## src/rtl/imem_loader_if.sv

```systemverilog
// imem_loader_if
//   Byte-stream handshake feeding the instruction-memory loader.
//   A byte transfers on any rising edge where byte_valid && byte_ready.
//   Signals:
//     byte_valid  source -> loader  source presents a byte on byte_data
//     byte_data   source -> loader  stream byte (8 bits)
//     byte_ready  loader -> source  loader accepts a byte this cycle
//   Modports: master = byte source, slave = loader.
interface imem_loader_if;
  logic       byte_valid;
  logic [7:0] byte_data;
  logic       byte_ready;

  modport master (
    output byte_valid,
    output byte_data,
    input  byte_ready
  );

  modport slave (
    input  byte_valid,
    input  byte_data,
    output byte_ready
  );
endinterface

```

## src/rtl/imem_loader.sv

```systemverilog
// imem_loader
//   Program loader for the pipeline's 256-word instruction memory.
//   Receives a framed byte stream (length byte L, (L+1) big-endian 32-bit
//   words, XOR checksum byte), writes each word to consecutive word
//   addresses 0..L, and keeps the pipeline in reset until a frame has been
//   loaded with a matching checksum plus RST_HOLD further cycles.
//   Parameters:
//     ADDR_W    instruction-memory word-address width (only 8 is meaningful,
//               since the length header is a single byte)
//     RST_HOLD  cycles cpu_rst stays high after a good checksum (1..255)
//   Ports:
//     clk           system clock, rising edge
//     rst           asynchronous active-low reset
//     start         single-cycle load request (honoured in IDLE/DONE/ERR)
//     bus           byte-stream handshake (slave side)
//     imem_we       one-cycle write strobe per assembled word
//     imem_waddr    word address of the write
//     imem_wdata    instruction word of the write
//     cpu_rst       active-high reset to the pipeline
//     done          last load passed its checksum
//     error         last load failed its checksum
//     words_loaded  words written in the current or last load (0..256)
module imem_loader #(
  parameter int ADDR_W   = 8,
  parameter int RST_HOLD = 4
) (
  input  logic              clk,
  input  logic              rst,
  input  logic              start,
  imem_loader_if.slave      bus,
  output logic              imem_we,
  output logic [ADDR_W-1:0] imem_waddr,
  output logic [31:0]       imem_wdata,
  output logic              cpu_rst,
  output logic              done,
  output logic              error,
  output logic [8:0]        words_loaded
);

  typedef enum logic [2:0] {
    S_IDLE,
    S_LEN,
    S_DATA,
    S_CHK,
    S_HOLD,
    S_DONE,
    S_ERR
  } state_t;

  state_t            state_reg;
  logic              byte_ready_reg;
  logic              imem_we_reg;
  logic [ADDR_W-1:0] waddr_reg;
  logic [31:0]       wdata_reg;
  logic              cpu_rst_reg;
  logic              done_reg;
  logic              error_reg;
  // Doubles as the write-address counter: the low ADDR_W bits are the next
  // word address, and the 9th bit lets it reach 256 after an L=255 frame.
  logic [8:0]        count_reg;
  logic [7:0]        len_reg;
  logic [7:0]        xor_reg;
  // Only the first three bytes of a word need storing; the fourth is
  // concatenated straight into the write data.
  logic [23:0]       word_reg;
  logic [1:0]        byte_idx_reg;
  logic [7:0]        hold_reg;

  logic xfer;
  assign xfer = bus.byte_valid && byte_ready_reg;

  always_ff @(posedge clk or negedge rst) begin
    if (!rst) begin
      state_reg      <= S_IDLE;
      byte_ready_reg <= 1'b0;
      imem_we_reg    <= 1'b0;
      waddr_reg      <= '0;
      wdata_reg      <= '0;
      cpu_rst_reg    <= 1'b1;
      done_reg       <= 1'b0;
      error_reg      <= 1'b0;
      count_reg      <= '0;
      len_reg        <= '0;
      xor_reg        <= '0;
      word_reg       <= '0;
      byte_idx_reg   <= '0;
      hold_reg       <= '0;
    end else begin
      imem_we_reg <= 1'b0;

      // The counter advances in the cycle the strobe is high, so the address
      // used for a write is the pre-increment value. The next 4th byte is at
      // least 4 cycles away, so the counter is always current when sampled.
      if (imem_we_reg) begin
        count_reg <= count_reg + 9'd1;
      end

      case (state_reg)
        S_IDLE: begin
          cpu_rst_reg <= 1'b1;
          if (start) begin
            state_reg      <= S_LEN;
            byte_ready_reg <= 1'b1;
            count_reg      <= '0;
            xor_reg        <= '0;
            byte_idx_reg   <= '0;
          end
        end

        S_LEN: begin
          if (xfer) begin
            len_reg   <= bus.byte_data;
            xor_reg   <= bus.byte_data;
            state_reg <= S_DATA;
          end
        end

        S_DATA: begin
          if (xfer) begin
            xor_reg      <= xor_reg ^ bus.byte_data;
            word_reg     <= {word_reg[15:0], bus.byte_data};
            byte_idx_reg <= byte_idx_reg + 2'd1;
            if (byte_idx_reg == 2'd3) begin
              imem_we_reg <= 1'b1;
              waddr_reg   <= count_reg[ADDR_W-1:0];
              wdata_reg   <= {word_reg, bus.byte_data};
              // byte_ready stays high, so the checksum may follow at once.
              if (count_reg[7:0] == len_reg) begin
                state_reg <= S_CHK;
              end
            end
          end
        end

        S_CHK: begin
          if (xfer) begin
            byte_ready_reg <= 1'b0;
            if (bus.byte_data == xor_reg) begin
              state_reg <= S_HOLD;
              hold_reg  <= 8'(RST_HOLD);
            end else begin
              state_reg <= S_ERR;
            end
          end
        end

        S_HOLD: begin
          // Counts RST_HOLD..0, so DONE is entered RST_HOLD+1 edges after
          // the checksum edge.
          if (hold_reg == 8'd0) begin
            state_reg   <= S_DONE;
            done_reg    <= 1'b1;
            cpu_rst_reg <= 1'b0;
          end else begin
            hold_reg <= hold_reg - 8'd1;
          end
        end

        S_DONE, S_ERR: begin
          if (state_reg == S_ERR) begin
            error_reg <= 1'b1;
          end
          if (start) begin
            state_reg      <= S_LEN;
            byte_ready_reg <= 1'b1;
            cpu_rst_reg    <= 1'b1;
            done_reg       <= 1'b0;
            error_reg      <= 1'b0;
            count_reg      <= '0;
            xor_reg        <= '0;
            byte_idx_reg   <= '0;
          end
        end

        default: begin
          state_reg      <= S_IDLE;
          byte_ready_reg <= 1'b0;
          cpu_rst_reg    <= 1'b1;
        end
      endcase
    end
  end

  assign bus.byte_ready = byte_ready_reg;
  assign imem_we        = imem_we_reg;
  assign imem_waddr     = waddr_reg;
  assign imem_wdata     = wdata_reg;
  assign cpu_rst        = cpu_rst_reg;
  assign done           = done_reg;
  assign error          = error_reg;
  assign words_loaded   = count_reg;

endmodule

```

## src/flat_wrapper.sv

```systemverilog
// flat-port wrapper written by rule: the top's interface ports become plain ports
module imem_loader_flat 
#(
  parameter int ADDR_W   = 8,
  parameter int RST_HOLD = 4
)
  (clk, rst, start, imem_we, imem_waddr, imem_wdata, cpu_rst, done, error, words_loaded, bus_byte_valid, bus_byte_data, bus_byte_ready);
  imem_loader_if bus_i ();
  input  logic clk;
  input  logic rst;
  input  logic start;
  output logic imem_we;
  output logic [ADDR_W-1:0] imem_waddr;
  output logic [31:0] imem_wdata;
  output logic cpu_rst;
  output logic done;
  output logic error;
  output logic [8:0] words_loaded;
  input wire logic [$bits(bus_i.byte_valid)-1:0] bus_byte_valid;
  input wire logic [$bits(bus_i.byte_data)-1:0] bus_byte_data;
  output wire logic [$bits(bus_i.byte_ready)-1:0] bus_byte_ready;
  assign bus_i.byte_valid = bus_byte_valid;
  assign bus_i.byte_data = bus_byte_data;
  assign bus_byte_ready = bus_i.byte_ready;
  imem_loader #(.ADDR_W(ADDR_W), .RST_HOLD(RST_HOLD)) u_core (.clk(clk), .rst(rst), .start(start), .bus(bus_i), .imem_we(imem_we), .imem_waddr(imem_waddr), .imem_wdata(imem_wdata), .cpu_rst(cpu_rst), .done(done), .error(error), .words_loaded(words_loaded));
endmodule
```

## config.mk

```make
export PLATFORM = sky130hd
export DESIGN_NAME = imem_loader_flat
export DESIGN_NICKNAME = d
export VERILOG_FILES = /design/src/rtl/imem_loader_if.sv /design/src/rtl/imem_loader.sv /design/src/flat_wrapper.sv
export SDC_FILE = /design/constraint.sdc
export NUM_CORES = 1
export LEC_CHECK = 0
export CORE_ASPECT_RATIO = 0.8
export CORE_MARGIN = 5
export CORE_UTILIZATION = 52
export DETAILED_ROUTE_END_ITERATION = 6
export PLACE_DENSITY = 0.81
export SYNTH_ARGS = -nofsm -noshare
export SYNTH_HDL_FRONTEND = slang
export SYNTH_SLANG_ARGS = --single-unit
```

## constraint.sdc

```tcl
create_clock -name clk -period 3.46 [get_ports clk]
set_input_delay 1.038 -clock clk [delete_from_list [all_inputs] [get_ports clk]]
set_output_delay 1.038 -clock clk [all_outputs]
set_load 0.01 [all_outputs]
```

==> key figures <==
Status
  • Outcome: finished, final reports clean

Detailed routing
  • Highest routed layer: met4
  • Pre-antenna DRT Iters: 4
  • Routed wire length per instance: about 18 µm
  • Met3 WL: slightly below 700 µm
  • DR vias: 3280
  • Post-Route WL: 10.43 mm
  • ANT nets after route: 0
  • Met2 routed WL: 4.839 mm
  • Met1 wire length: 4.763 mm
  • Drt first-iter violations: ~280
  • DRC errors left: 0
  • Vias per Instance: 5.616

Clocking
  • CTS tree: done
  • H-tree depth: 3
  • Inserted Clock Buffers: 9
  • Clock transition at path regs: 0.07 ns
  • Sink Count: between 100 and 150
  • Clock latency on the worst-skew pair: 0.35 ns
  • Hold-fix buffers at CTS: 0
  • Post-CTS Setup Inserts: 0
  • CTS max path bufs: 2
  • Root buffer cell: clkbuf_16
  • Post-cts resize count: 0

Logic synthesis
  • Synthesized area per cell: 12.67 µm²
  • Largest family of logic cells by synthesized area: multiplexers
  • Post-synth EDFFs: 0
  • Synth Area in Adders: 0.01209
  • Synth unique cells: between 50 and 60
  • Ys Warns: 0
  • Post-synthesis mux area share: 0.1947
  • Seq cells post-synth: 107
  • Sequential area share after synthesis: 0.5393
  • Simple-gate area share of the yosys netlist: 0.09446
  • Synth Area in XOR/XNOR: 0.04408
  • Mapped Nets: 408
  • Ys flop type: dfrtp_1
  • Post-synthesis compound-gate area fraction: 0.08463
  • Async SR Flop Fraction: 1.000
  • Syn Inst Count: 392
  • Cell Area, Synth: 0.004967 mm²

Critical path
  • Required time worst endpoint: 3.69 ns
  • Startpoint class of the critical path: flop
  • Max FO, Critical Path: 24
  • Flop2flop setup slack: approximately 0.75 ns
  • CP endpoint kind: flop
  • Arr. time, crit path: 2.95 ns
  • CP Class: reg -> reg

GRT
  • Largest net degree at the start of global routing: 108
  • Vias in the first global route: 3460
  • First-pass GRT wire length: approximately 17 mm
  • GR Overflow Total: 0
  • Antenna violations before repair: 0
  • GRT Resource Usage Total: 0.1865

Floorplanning
  • Starting Density: 0.5404
  • Core Box Area: between 0.009 and 0.01 mm²
  • Die Y: ~100 µm
  • IO Count: 66
  • Die Area: about 0.012 mm²
  • Row count: 31
  • Die width: 119.3 µm

Final layout
  • Area of the multi-input gates: 0.002136 mm²
  • Post-route core utilization: 0.6578
  • Register area: 0.002679 mm²
  • Fillcell total: approximately 700
  • Design area: 0.006047 mm²
  • Nets@finish: 480
  • Syn-to-layout area delta: 21.74%
  • Layout Cells excl Fill: 584
  • ANT cells: 0
  • Max reg flops: 32
  • Layout cells sized above 1: 0.2388

Placement
  • Area post-placement: 0.005767 mm²
  • GPL Wtd Cong: 0.7848
  • Pre-CTS setup slack: around 0.56 ns
  • Inst Count DP: 568
  • DPL Wire Length: 7.243 mm
  • PortBufs: between 60 and 70

STA
  • Setup TNS Final: 0 ns
  • Final setup fails: 0
  • Slew HR: 0.4694
  • RSZ-0062 raised after global routing: false
  • Worst Tran Pin Value: about 0.8 ns
  • Max Fclk: 0.3687 GHz
  • Max-slew violation count: 0
  • Period minus WS final: 2.712 ns
  • Hold Vio Cnt, Final: 0
  • Final hold slack: 0.4994 ns
  • Final Skew: 0.005278 ns
  • Worst setup margin: between 0.7 and 0.8 ns
  • Final period util: 0.7840

Power and ir drop
  • Worst vdd ir: 0.3564 mV
  • Leakage: 2.802 nW
  • Power density over the cells: about 740 mW/mm²
  • Tot Pwr: 4.466 mW

Flow run
  • Max-cap violations: 0

Hold path
  • Hold Crit Class: reg -> reg
[critical path, stage by stage (launching register included)]
cell,delay (ns)
dfrtp_1,0.86
nand3_1,0.63
nor2_8,0.27
nand2_4,0.23
buf_12,0.27
mux2_4,0.31
[cell usage after synthesis, types with 3 or more instances]
master    instances  area share
inv_1             7      0.0053
dfrtp_1         106        0.53
xor2_1           11       0.019
nand3_1           4      0.0040
buf_2             3      0.0030
clkbuf_1          4      0.0030
buf_4             3      0.0045
a21oi_1          17       0.017
mux2_2           29       0.066
ha_1              4       0.010
a31oi_1           6      0.0076
xnor2_1          14       0.025
nand2_1          17       0.013
mux2_1            4      0.0091
buf_6             5       0.011
nand4_1           7      0.0088
nand2b_1          8       0.010
o21ai_0          34       0.034
nor2_1           29       0.022
nor3_1            4      0.0040
mux2_4           39        0.12
[cells by family (layout without fill, tap and decap cells)]
kind of cell	count (synthesis)	after routing
flops	107	107
simple gates	86	86
mux	73	73
compound gates	70	70
buf+inv	26	103
xor+xnor	25	25
fa+ha+maj	5	5
[power by group]
group,switching [mW],internal [mW]
sequential,0.351,1.63
combinational,0.765,0.759
clock,0.453,0.511
[metal layers]
metal,vias to the layer above,track usage
li1,1522,-
met2,100,0.2905
met5,-,0
met1,1642,0.2505
met4,0,0.04630
met3,16,0.06519
[worst paths after layout]
check / startpoint / endpoint / cells after the start
setup / recovery: u_core.state_reg[1] / u_core.imem_wdata[5] / 5
hold / removal: u_core.hold_reg[0] / u_core.hold_reg[0] / 1
setup reg to reg: u_core.state_reg[1] / u_core.imem_wdata[5] / 5
hold reg to reg: u_core.hold_reg[0] / u_core.hold_reg[0] / 1
max in group asynchronous: rst / u_core.hold_reg[1] / 2
min in group asynchronous: rst / u_core.imem_wdata[10] / 2
[area by class of cell]
| class | instances | area share |
|---|---|---|
| Inverter | 8 | 0.004966 |
| Sequential cell | 107 | 0.4430 |
| Clock buffer | 11 | 0.04014 |
| Timing Repair Buffer | 79 | 0.1287 |
| Multi-Input combinational cell | 259 | 0.3532 |
| Tap cell | 115 | 0.02379 |
| Clock inverter | 5 | 0.006207 |
[layout by cell type (no fill, tap or decap), types with 7 or more instances in the layout]
cell | Yosys | final
nand2_1 | 17 | 17
xor2_1 | 11 | 11
nand4_1 | 7 | 7
o21ai_0 | 34 | 34
buf_4 | 3 | 13
dfrtp_1 | 106 | 106
mux2_2 | 29 | 29
nand2b_1 | 8 | 8
a21oi_1 | 17 | 17
xnor2_1 | 14 | 14
clkdlybuf4s50_1 | 0 | 64
clkbuf_16 | 0 | 9
inv_1 | 7 | 7
nor2_1 | 29 | 29
mux2_4 | 39 | 39
Note: power is estimated with default switching activity, not from simulation.
